[src/rtl/blur_defs.vh]
// Reciprocal-multiply constants shared by the blur kernel stages.
// floor(sum * BLUR_RECIP_9 >> BLUR_RECIP_SHIFT) == floor(sum / 9) for 9-tap 8-bit sums.
`ifndef BLUR_DEFS_VH
`define BLUR_DEFS_VH
`define BLUR_RECIP_9     7282
`define BLUR_RECIP_SHIFT 16
`define BLUR_RECIP_BITS  13
`endif

[src/rtl/box_blur_3x3_pkg.sv]
// Shared window geometry and sizing helpers for the 3x3 box blur.
package box_blur_3x3_pkg;
    localparam int WIN_DIM  = 3;
    localparam int WIN_TAPS = WIN_DIM * WIN_DIM;
    // Nine taps need four extra bits so the sum never overflows.
    localparam int SUM_GROW = 4;

    function automatic int col_bits(input int n);
        return (n > 2) ? $clog2(n) : 1;
    endfunction
endpackage

[src/rtl/box_blur_3x3_if.sv]
// Column-beat input and blurred-pixel output of the box blur.
interface box_blur_3x3_if #(
    parameter int dataWidth = 8
);
    logic [dataWidth-1:0] i_row0;
    logic [dataWidth-1:0] i_row1;
    logic [dataWidth-1:0] i_row2;
    logic                 i_data_valid;
    logic [dataWidth-1:0] o_data;
    logic                 o_data_valid;

    modport master (
        output i_row0, i_row1, i_row2, i_data_valid,
        input  o_data, o_data_valid
    );

    modport slave (
        input  i_row0, i_row1, i_row2, i_data_valid,
        output o_data, o_data_valid
    );
endinterface

[src/rtl/box_blur_3x3_window3x3.sv]
// 3x3 sliding pixel window fed one column per valid beat, with the in-row
// column counter that decides when the window holds three real columns.
module window3x3
    import box_blur_3x3_pkg::*;
#(
    parameter int dataWidth  = 8,
    parameter int imageWidth = 512
) (
    input  logic                               i_clk,
    input  logic                               i_rst,
    input  logic [dataWidth-1:0]               i_row0,
    input  logic [dataWidth-1:0]               i_row1,
    input  logic [dataWidth-1:0]               i_row2,
    input  logic                               i_data_valid,
    output logic [WIN_TAPS-1:0][dataWidth-1:0] o_pixels,
    output logic                               o_window_complete
);
    localparam int               COL_W          = col_bits(imageWidth);
    localparam logic [COL_W-1:0] COL_LAST       = COL_W'(imageWidth - 1);
    localparam logic [COL_W-1:0] COL_FIRST_FULL = COL_W'(WIN_DIM - 1);

    typedef logic [WIN_DIM-1:0][dataWidth-1:0] column_t;

    // Column 0 is the oldest, column WIN_DIM-1 the newest.
    column_t          win_reg  [WIN_DIM];
    column_t          win_next [WIN_DIM];
    logic [COL_W-1:0] col_reg;
    logic [COL_W-1:0] col_next;
    logic             complete_reg;
    logic             complete_next;

    genvar gi;
    generate
        for (gi = 0; gi < WIN_DIM; gi++) begin : g_col
            if (gi == WIN_DIM - 1) begin : g_newest
                assign win_next[gi] = {i_row2, i_row1, i_row0};
            end else begin : g_older
                assign win_next[gi] = win_reg[gi + 1];
            end
            assign o_pixels[gi*WIN_DIM +: WIN_DIM] = win_reg[gi];
        end
    endgenerate

    always_comb begin
        col_next      = (col_reg == COL_LAST) ? '0 : col_reg + 1'b1;
        // The counter value before the increment is this beat's column index.
        complete_next = i_data_valid && (col_reg >= COL_FIRST_FULL);
    end

    always_ff @(posedge i_clk) begin
        if (i_rst) begin
            for (int c = 0; c < WIN_DIM; c++) begin
                win_reg[c] <= '0;
            end
            col_reg      <= '0;
            complete_reg <= 1'b0;
        end else begin
            if (i_data_valid) begin
                for (int c = 0; c < WIN_DIM; c++) begin
                    win_reg[c] <= win_next[c];
                end
                col_reg <= col_next;
            end
            complete_reg <= complete_next;
        end
    end

    assign o_window_complete = complete_reg;
endmodule

[src/rtl/box_blur_3x3.sv]
// 3x3 box blur: window stage, registered 9-tap sum, then a registered
// reciprocal multiply that yields floor(sum / 9). No backpressure.
module box_blur_3x3
    import box_blur_3x3_pkg::*;
#(
    parameter int dataWidth  = 8,
    parameter int imageWidth = 512
) (
    input  logic          i_clk,
    input  logic          i_rst,
    box_blur_3x3_if.slave bus
);
`include "blur_defs.vh"

    localparam int                SUM_W  = dataWidth + SUM_GROW;
    localparam int                PROD_W = SUM_W + `BLUR_RECIP_BITS;
    localparam logic [PROD_W-1:0] RECIP  = PROD_W'(`BLUR_RECIP_9);

    logic [WIN_TAPS-1:0][dataWidth-1:0] pixels;
    logic                               window_complete;

    logic [SUM_W-1:0]     sum_next;
    logic [SUM_W-1:0]     sum_reg;
    logic                 sum_valid_reg;
    logic [PROD_W-1:0]    product;
    logic [dataWidth-1:0] data_next;
    logic [dataWidth-1:0] data_reg;
    logic                 data_valid_reg;

    window3x3 #(
        .dataWidth  (dataWidth),
        .imageWidth (imageWidth)
    ) u_window (
        .i_clk             (i_clk),
        .i_rst             (i_rst),
        .i_row0            (bus.i_row0),
        .i_row1            (bus.i_row1),
        .i_row2            (bus.i_row2),
        .i_data_valid      (bus.i_data_valid),
        .o_pixels          (pixels),
        .o_window_complete (window_complete)
    );

    always_comb begin
        sum_next = '0;
        for (int i = 0; i < WIN_TAPS; i++) begin
            sum_next = sum_next + SUM_W'(pixels[i]);
        end
    end

    always_ff @(posedge i_clk) begin
        if (i_rst) begin
            sum_reg       <= '0;
            sum_valid_reg <= 1'b0;
        end else begin
            sum_reg       <= sum_next;
            sum_valid_reg <= window_complete;
        end
    end

    // Multiply by 2^16/9 and drop the fraction instead of dividing.
    assign product   = PROD_W'(sum_reg) * RECIP;
    assign data_next = dataWidth'(product >> `BLUR_RECIP_SHIFT);

    always_ff @(posedge i_clk) begin
        if (i_rst) begin
            data_reg       <= '0;
            data_valid_reg <= 1'b0;
        end else begin
            data_valid_reg <= sum_valid_reg;
            if (sum_valid_reg) begin
                data_reg <= data_next;
            end
        end
    end

    assign bus.o_data       = data_reg;
    assign bus.o_data_valid = data_valid_reg;
endmodule

[src/flat_wrapper.sv]
// flat-port wrapper written by rule: the top's interface ports become plain ports
module box_blur_3x3_flat import box_blur_3x3_pkg::*;
#(
    parameter int dataWidth  = 8,
    parameter int imageWidth = 512
)
  (i_clk, i_rst, bus_i_row0, bus_i_row1, bus_i_row2, bus_i_data_valid, bus_o_data, bus_o_data_valid);
  box_blur_3x3_if #(.dataWidth(dataWidth)) bus_i ();
  input  logic i_clk;
  input  logic i_rst;
  input wire logic [$bits(bus_i.i_row0)-1:0] bus_i_row0;
  input wire logic [$bits(bus_i.i_row1)-1:0] bus_i_row1;
  input wire logic [$bits(bus_i.i_row2)-1:0] bus_i_row2;
  input wire logic [$bits(bus_i.i_data_valid)-1:0] bus_i_data_valid;
  output wire logic [$bits(bus_i.o_data)-1:0] bus_o_data;
  output wire logic [$bits(bus_i.o_data_valid)-1:0] bus_o_data_valid;
  assign bus_i.i_row0 = bus_i_row0;
  assign bus_i.i_row1 = bus_i_row1;
  assign bus_i.i_row2 = bus_i_row2;
  assign bus_i.i_data_valid = bus_i_data_valid;
  assign bus_o_data = bus_i.o_data;
  assign bus_o_data_valid = bus_i.o_data_valid;
  box_blur_3x3 #(.dataWidth(dataWidth), .imageWidth(imageWidth)) u_core (.i_clk(i_clk), .i_rst(i_rst), .bus(bus_i));
endmodule
[config.mk]
export PLATFORM = sky130hd
export DESIGN_NAME = box_blur_3x3_flat
export DESIGN_NICKNAME = d
export VERILOG_FILES = /design/src/rtl/box_blur_3x3_pkg.sv /design/src/rtl/box_blur_3x3_if.sv /design/src/rtl/box_blur_3x3_window3x3.sv /design/src/rtl/box_blur_3x3.sv /design/src/flat_wrapper.sv
export VERILOG_INCLUDE_DIRS = /design/src /design/src/rtl
export SDC_FILE = /design/constraint.sdc
export NUM_CORES = 1
export LEC_CHECK = 0
export CORE_MARGIN = 4
export CORE_UTILIZATION = 61
export CTS_CLUSTER_DIAMETER = 50
export DETAILED_ROUTE_END_ITERATION = 8
export GPL_TIMING_DRIVEN = 1
export PLACE_DENSITY_LB_ADDON = 0.25
export REMOVE_ABC_BUFFERS = 1
export SYNTH_ARGS = -nofsm -noshare
export SYNTH_HDL_FRONTEND = slang
export SYNTH_SLANG_ARGS = --single-unit
export TNS_END_PERCENT = 1
[constraint.sdc]
create_clock -name i_clk -period 11.3 [get_ports i_clk]
set_input_delay 1.13 -clock i_clk [delete_from_list [all_inputs] [get_ports i_clk]]
set_output_delay 1.13 -clock i_clk [all_outputs]
set_load 0.01 [all_outputs]
==> results of run 1 <==
==> stage by stage <==
step           area [um^2]  std cells  hold slack (ns)  worst slack, ns  util, %
6_report              8650        914            0.494             5.97     68.6
5_1_grt               8650        914            0.507             5.60     68.6
4_1_cts               8650        914            0.499             5.97     68.6
3_5_place_dp          8380        898            0.479             6.10     66.4
3_3_place_gp          8380        898            0.469             6.27     66.4
2_1_floorplan         7790        689            0.414             6.41        -
==> per-layer routing <==
layer / wire (um) / vias up / part of all wire (%)
met4: 390 / 0 / 2.9
met3: 328 / 25 / 2.4
li1: - / 2362 / -
met5: 0 / - / 0
met2: 6880 / 71 / 51
met1: 5920 / 2383 / 44
==> layout make-up <==
type	count	area (um^2)
inverters	146	548
clock buffers	10	229
clock inverters	6	42.5
fillers	979	3970
multi-input cells	439	4450
flip-flops and latches	104	2800
repair buffers	37	365
well taps	172	215
==> logic make-up after synthesis <==
kind of cell    synth area share (%)
mux                            0.670
compound gates                  7.37
xor+xnor                        1.90
simple gates                    12.6
flops                           35.7
fa+ha+maj                       34.1
buf+inv                         7.61
==> worst max-delay path: stages, from the launching register on <==
cell and delay, ns:
edfxtp_1 0.38, ha_1 0.23, inv_1 0.09, fa_1 0.22, inv_1 0.06, a21o_1 0.17
a21oi_1 0.22, o21bai_1 0.13, a21oi_1 0.23, xnor2_1 0.11, fa_1 0.48, inv_1 0.06
fa_1 0.50, fa_1 0.52, fa_1 0.54, inv_1 0.04, ha_1 0.32, inv_1 0.07
a21oi_1 0.21, o21ai_1 0.13, a21oi_1 0.16, mux2_2 0.34
==> worst paths after layout <==
check	endpoint	slack (ns)
worst max-delay path	u_core.sum_reg[10]	5.97
worst min-delay path	u_core.bus.o_data[6]	0.49
worst max register to register	u_core.sum_reg[10]	5.97
worst min register to register	u_core.bus.o_data[6]	0.49
==> layout by cell type, fill, tap and decap left out, types with 3 or more instances in the layout <==
cell / n
a21o_1: 9
a21oi_1: 20
and2_1: 73
and3_1: 4
clkbuf_16: 9
clkdlybuf4s50_1: 35
dfxtp_1: 32
edfxtp_1: 72
fa_1: 78
ha_1: 89
inv_1: 146
mux2i_1: 3
nand2_1: 8
nand2b_1: 4
nand3_1: 11
nand4_1: 4
nor2_1: 31
nor2b_1: 9
nor3_1: 14
nor3b_1: 6
o211ai_1: 4
o21a_1: 5
o21ai_0: 6
o21ai_1: 6
or3_1: 3
xnor2_1: 11
xor2_1: 6
==> synth_stat cells (2+ instances only) <==
cell	count
clkbuf_1	13
xor2_1	6
or3_1	3
a21boi_0	2
dfxtp_1	32
a21oi_1	20
o21bai_1	2
nor2_1	31
o21ai_1	6
nand4_1	4
nor2b_1	10
nand2_1	8
o211ai_1	4
ha_1	89
a211o_1	2
nand2b_1	4
nor3b_1	6
and3_1	4
xnor2_1	11
mux2_2	2
nor3_1	14
inv_1	146
edfxtp_1	72
fa_1	78
o21a_1	5
mux2i_1	3
o21ai_2	2
o21ai_0	6
and2_1	73
nand3_1	11
a21o_1	9
==> results.yml, run 1 <==
drt:
  first_iter_violations: 236
  vias: 4841
  drt-pass1-iter-count: 7
  wire_per_inst_um: 14.8
  route.detailed.drc: 0
  wl_um: 13500
  drt.antenna.violating_nets: 0
  vias_per_cell: 5.30
floorplanning:
  ios: 36
  die_w_um: 121
  rows: 41
  initial_core_util_pct: 62.1
  fp.dieArea_um2: 14700
  dieHeight_um: 121
  core-area_um2: 12600
clock_network:
  cts_buffers: 9
  clk_path_buf_depth: 2
  htreeDepth: 3
  cts_sinks: 104
  clock_latency_ns: 0.35
  post_cts_resized: 0
  cts_tree: "built"
  root_buffer: "clkbuf_16"
  cts.clk_slew.worst_paths_ns: 0.07
  holdBufCountCts: 0
  post-cts-setup-buffers: 0
finish:
  area_delta_synth_final_pct: 10.3
  drive_above_1_share_pct: 3.91
  finalNetCount: 931
  largest_reg_flops: 72
  antennaDiodeCount: 0
placed_design:
  place_hpwl_um: 10800
  gp_congestion: 0.918
  io_buffers: 35
timing:
  fin_setup_tns_ns: 0
  timing.fmax_ghz: 0.188
  setup_viol: 0
  fin_crit_ns: 5.33
  fin_crit_sh_pct: 47.2
  finalHoldViolations: 0
  max-slew-margin-rel_pct: 25.4
  drv_slew: 0
  worst_slew_pin_slew_ns: 1.12
  skew_ns: 0.0147
  rsz0062_at_grt: "false"
setup_path:
  cp.arrival_ns: 5.56
  crit_path_start_kind: "flop"
  worst_ep_required_time_ns: 11.53
  crit_path_end_kind: "flop"
  crit_path_start: "u_core.u_window.win_reg[0][0]"
  r2r_start: "u_core.u_window.win_reg[0][0]"
  crit_fanout: 3
  timing_worst_setup_path_type: "flop to flop"
  reg2reg_depth: 21
yosys:
  synth_edf_count: 72
  synth_area_leaders: "edfxtp_1 (28%), fa_1 (20%), ha_1 (14%)"
  ys_types: 55
  synthFlopType: "edfxtp_1"
  syn_avg_cell_area_um2: 11.2
  synth_cells: 702
  synthDominantCellAreaShare_pct: 27.6
  synth-async-reset-ratio_pct: 0
  ys_ff_latch: 104
  ys_seq_area_share_pct: 35.7
  synth.largest_area_cell: "edfxtp_1"
  yosys_warnings: 0
  synth_area_um2: 7840
global_routing:
  antenna_found_initial: 0
  globalRoute.busiestLayer: "met2"
  grt_pass1_wl_um: 23400
  use_met2_pct: 34.1
  grt_max_degree: 74
  use_met1_pct: 25.9
  grt_pass1_vias: 5153
  grt_usage_pct: 20.1
  grtUsageMet3_pct: 2.33
  grt-ovfl-total: 0
run:
  max_cap_violations: 0
worst_hold_path:
  hold_start: "u_core.bus.o_data[6]"
  hp-class: "flop to flop"
  worst_hold_path.num_cells: 2
status:
  outcome: "complete, no violations"
Power of run 1 is not shown: default switching activity piles up to over one toggle a cycle in this logic, so the estimate is an artifact.
==> run 2, diff against run 1 <==
CORE_UTILIZATION = 56   (was 61)
clock period = 4.9 ns   (was 11.3 ns; I/O delays follow)
==> results.yml, run 2 (synthesis gave the netlist of run 1 again) <==
status:
  outcome: "finished, violations left"
  violations: "setup timing"
drt:
  route.detailed.drc: 0
  drt.antenna.violating_nets: 0
  vias: 4933
  wire_per_inst_um: 14.8
  drt-pass1-iter-count: 4
  vias_per_cell: 5.27
  first_iter_violations: 260
  wl_um: 13900
finish:
  utilization_pct: 66.9
  layout_common_cells: "inv_1 (144), ha_1 (84), fa_1 (74)"
  finalNetCount: 949
  final_common_cell: "inv_1"
  antennaDiodeCount: 0
  fillers: 1027
  area_delta_synth_final_pct: 14.7
  drive_above_1_share_pct: 10.5
  largest_reg_flops: 72
  fin_cells: 936
setup_path:
  timing_worst_setup_path_type: "flop to flop"
  endpoint: "u_core.sum_reg[11]"
  worst_ep_required_time_ns: 5.15
  cp.arrival_ns: 5.19
  reg2reg_depth: 18
  r2r_setup_slack_ns: -0.04
  crit_fanout: 2
  crit_path_start_kind: "flop"
  r2r_start: "u_core.u_window.win_reg[0][9]"
  crit_path_start: "u_core.u_window.win_reg[0][9]"
  r2r_end: "u_core.sum_reg[11]"
  crit_path_end_kind: "flop"
timing:
  max-slew-margin-rel_pct: 24.5
  drv_slew: 0
  fin_crit_sh_pct: 101
  worst_slew_pin_slew_ns: 1.13
  setup_viol: 3
  finalHoldViolations: 0
  fin_crit_ns: 4.94
  timing.fmax_ghz: 0.202
  skew_ns: 0.0133
  fin_ws_ns: -0.0399
  rsz0062_at_grt: "true"
floorplanning:
  die_w_um: 126
  ios: 36
  rows: 42
  fp.dieArea_um2: 16000
  dieHeight_um: 126
  core-area_um2: 13500
  initial_core_util_pct: 58.3
worst_hold_path:
  hp-class: "flop to flop"
placed_design:
  io_buffers: 35
  place_inst: 914
  gp_congestion: 0.872
  place_hpwl_um: 10600
clock_network:
  htreeDepth: 3
  cts_buffers: 9
  holdBufCountCts: 0
  clk_path_buf_depth: 2
  root_buffer: "clkbuf_16"
  cts_sinks: 104
  clock_latency_ns: 0.36
  cts_tree: "built"
  cts.clk_slew.worst_paths_ns: 0.08
global_routing:
  antenna_found_initial: 0
  grt_pass1_vias: 5241
  grt_pass1_wl_um: 24100
  grt_usage_pct: 18.4
  grt-ovfl-total: 0
  grt_max_degree: 74
run:
  max_cap_violations: 0
-- run 2: cell count changes in the layout (fill, tap and decap cells not counted), sizes merged --
cell and delta:
clkinvlp -1, bufinv +2, inv -1, buf +18, clkinv +1, clkbuf -1
-- run 2: layout make-up --
type | instances | area, um^2 | area share, %
clock inverter | 7 | 105 | 1.17
sequential | 104 | 2800 | 31.2
multi-input combinational | 439 | 4590 | 51.0
timing repair buffer | 55 | 500 | 5.56
inverter | 146 | 548 | 6.09
tap | 176 | 220 | 2.45
clock buffer | 9 | 225 | 2.50
-- run 2: worst min path at each step --
stage | startpoint | endpoint | slack, ns | depth (start not counted)
finish | u_core.u_window.o_window_complete | u_core.sum_valid_reg | 0.45 | 1
global route | u_core.u_window.o_window_complete | u_core.sum_valid_reg | 0.47 | 1
CTS | u_core.u_window.o_window_complete | u_core.sum_valid_reg | 0.45 | 1
detailed placement | u_core.u_window.o_window_complete | u_core.sum_valid_reg | 0.45 | 1
global placement | u_core.u_window.o_window_complete | u_core.sum_valid_reg | 0.43 | 1
floorplan | u_core.u_window.o_window_complete | u_core.sum_valid_reg | 0.41 | 1
-- run 2: per-stage QoR --
stage	hold WS [ns]	cell area (um^2)	setup WS (ns)	TNS, ns
final	0.446	8990	-0.0399	-0.0666
after global routing	0.470	8990	-0.207	-0.699
after CTS	0.450	8950	0.00277	0
after detailed placement	0.448	8480	-0.286	-0.761
after global placement	0.430	8480	-0.109	-0.275
after floorplan	0.414	7790	0.0107	0
-- run 2: what timing repair did --
item,CTS,global route
setup endpoints to repair,4,6
cloned,0,0
buffers inserted,6,0
pin swaps,30,23
gates resized for setup,23,12
-- run 2: worst max-delay path: stages (launching register included) --
cell	delay, ns
edfxtp_1	0.41
ha_1	0.30
a21o_1	0.17
a21oi_2	0.15
buf_4	0.12
xnor2_1	0.07
fa_1	0.49
inv_1	0.06
fa_1	0.54
fa_1	0.43
fa_1	0.51
inv_1	0.05
ha_1	0.29
a21o_1	0.18
a21oi_2	0.19
o21ai_2	0.09
a2111o_1	0.44
and3_4	0.19
o21a_1	0.16
-- run 2: per-layer routing --
layer | wire (um) | share of wire [%] | track usage (%) | vias to the layer above
met3 | 419 | 3.0 | 3.19 | 23
li1 | - | - | - | 2394
met5 | 0 | 0 | 0 | -
met2 | 6950 | 50 | 30.4 | 68
met4 | 235 | 1.7 | 5.43 | 0
met1 | 6260 | 45 | 25.2 | 2448
Power of run 2 is left out for the same reason.
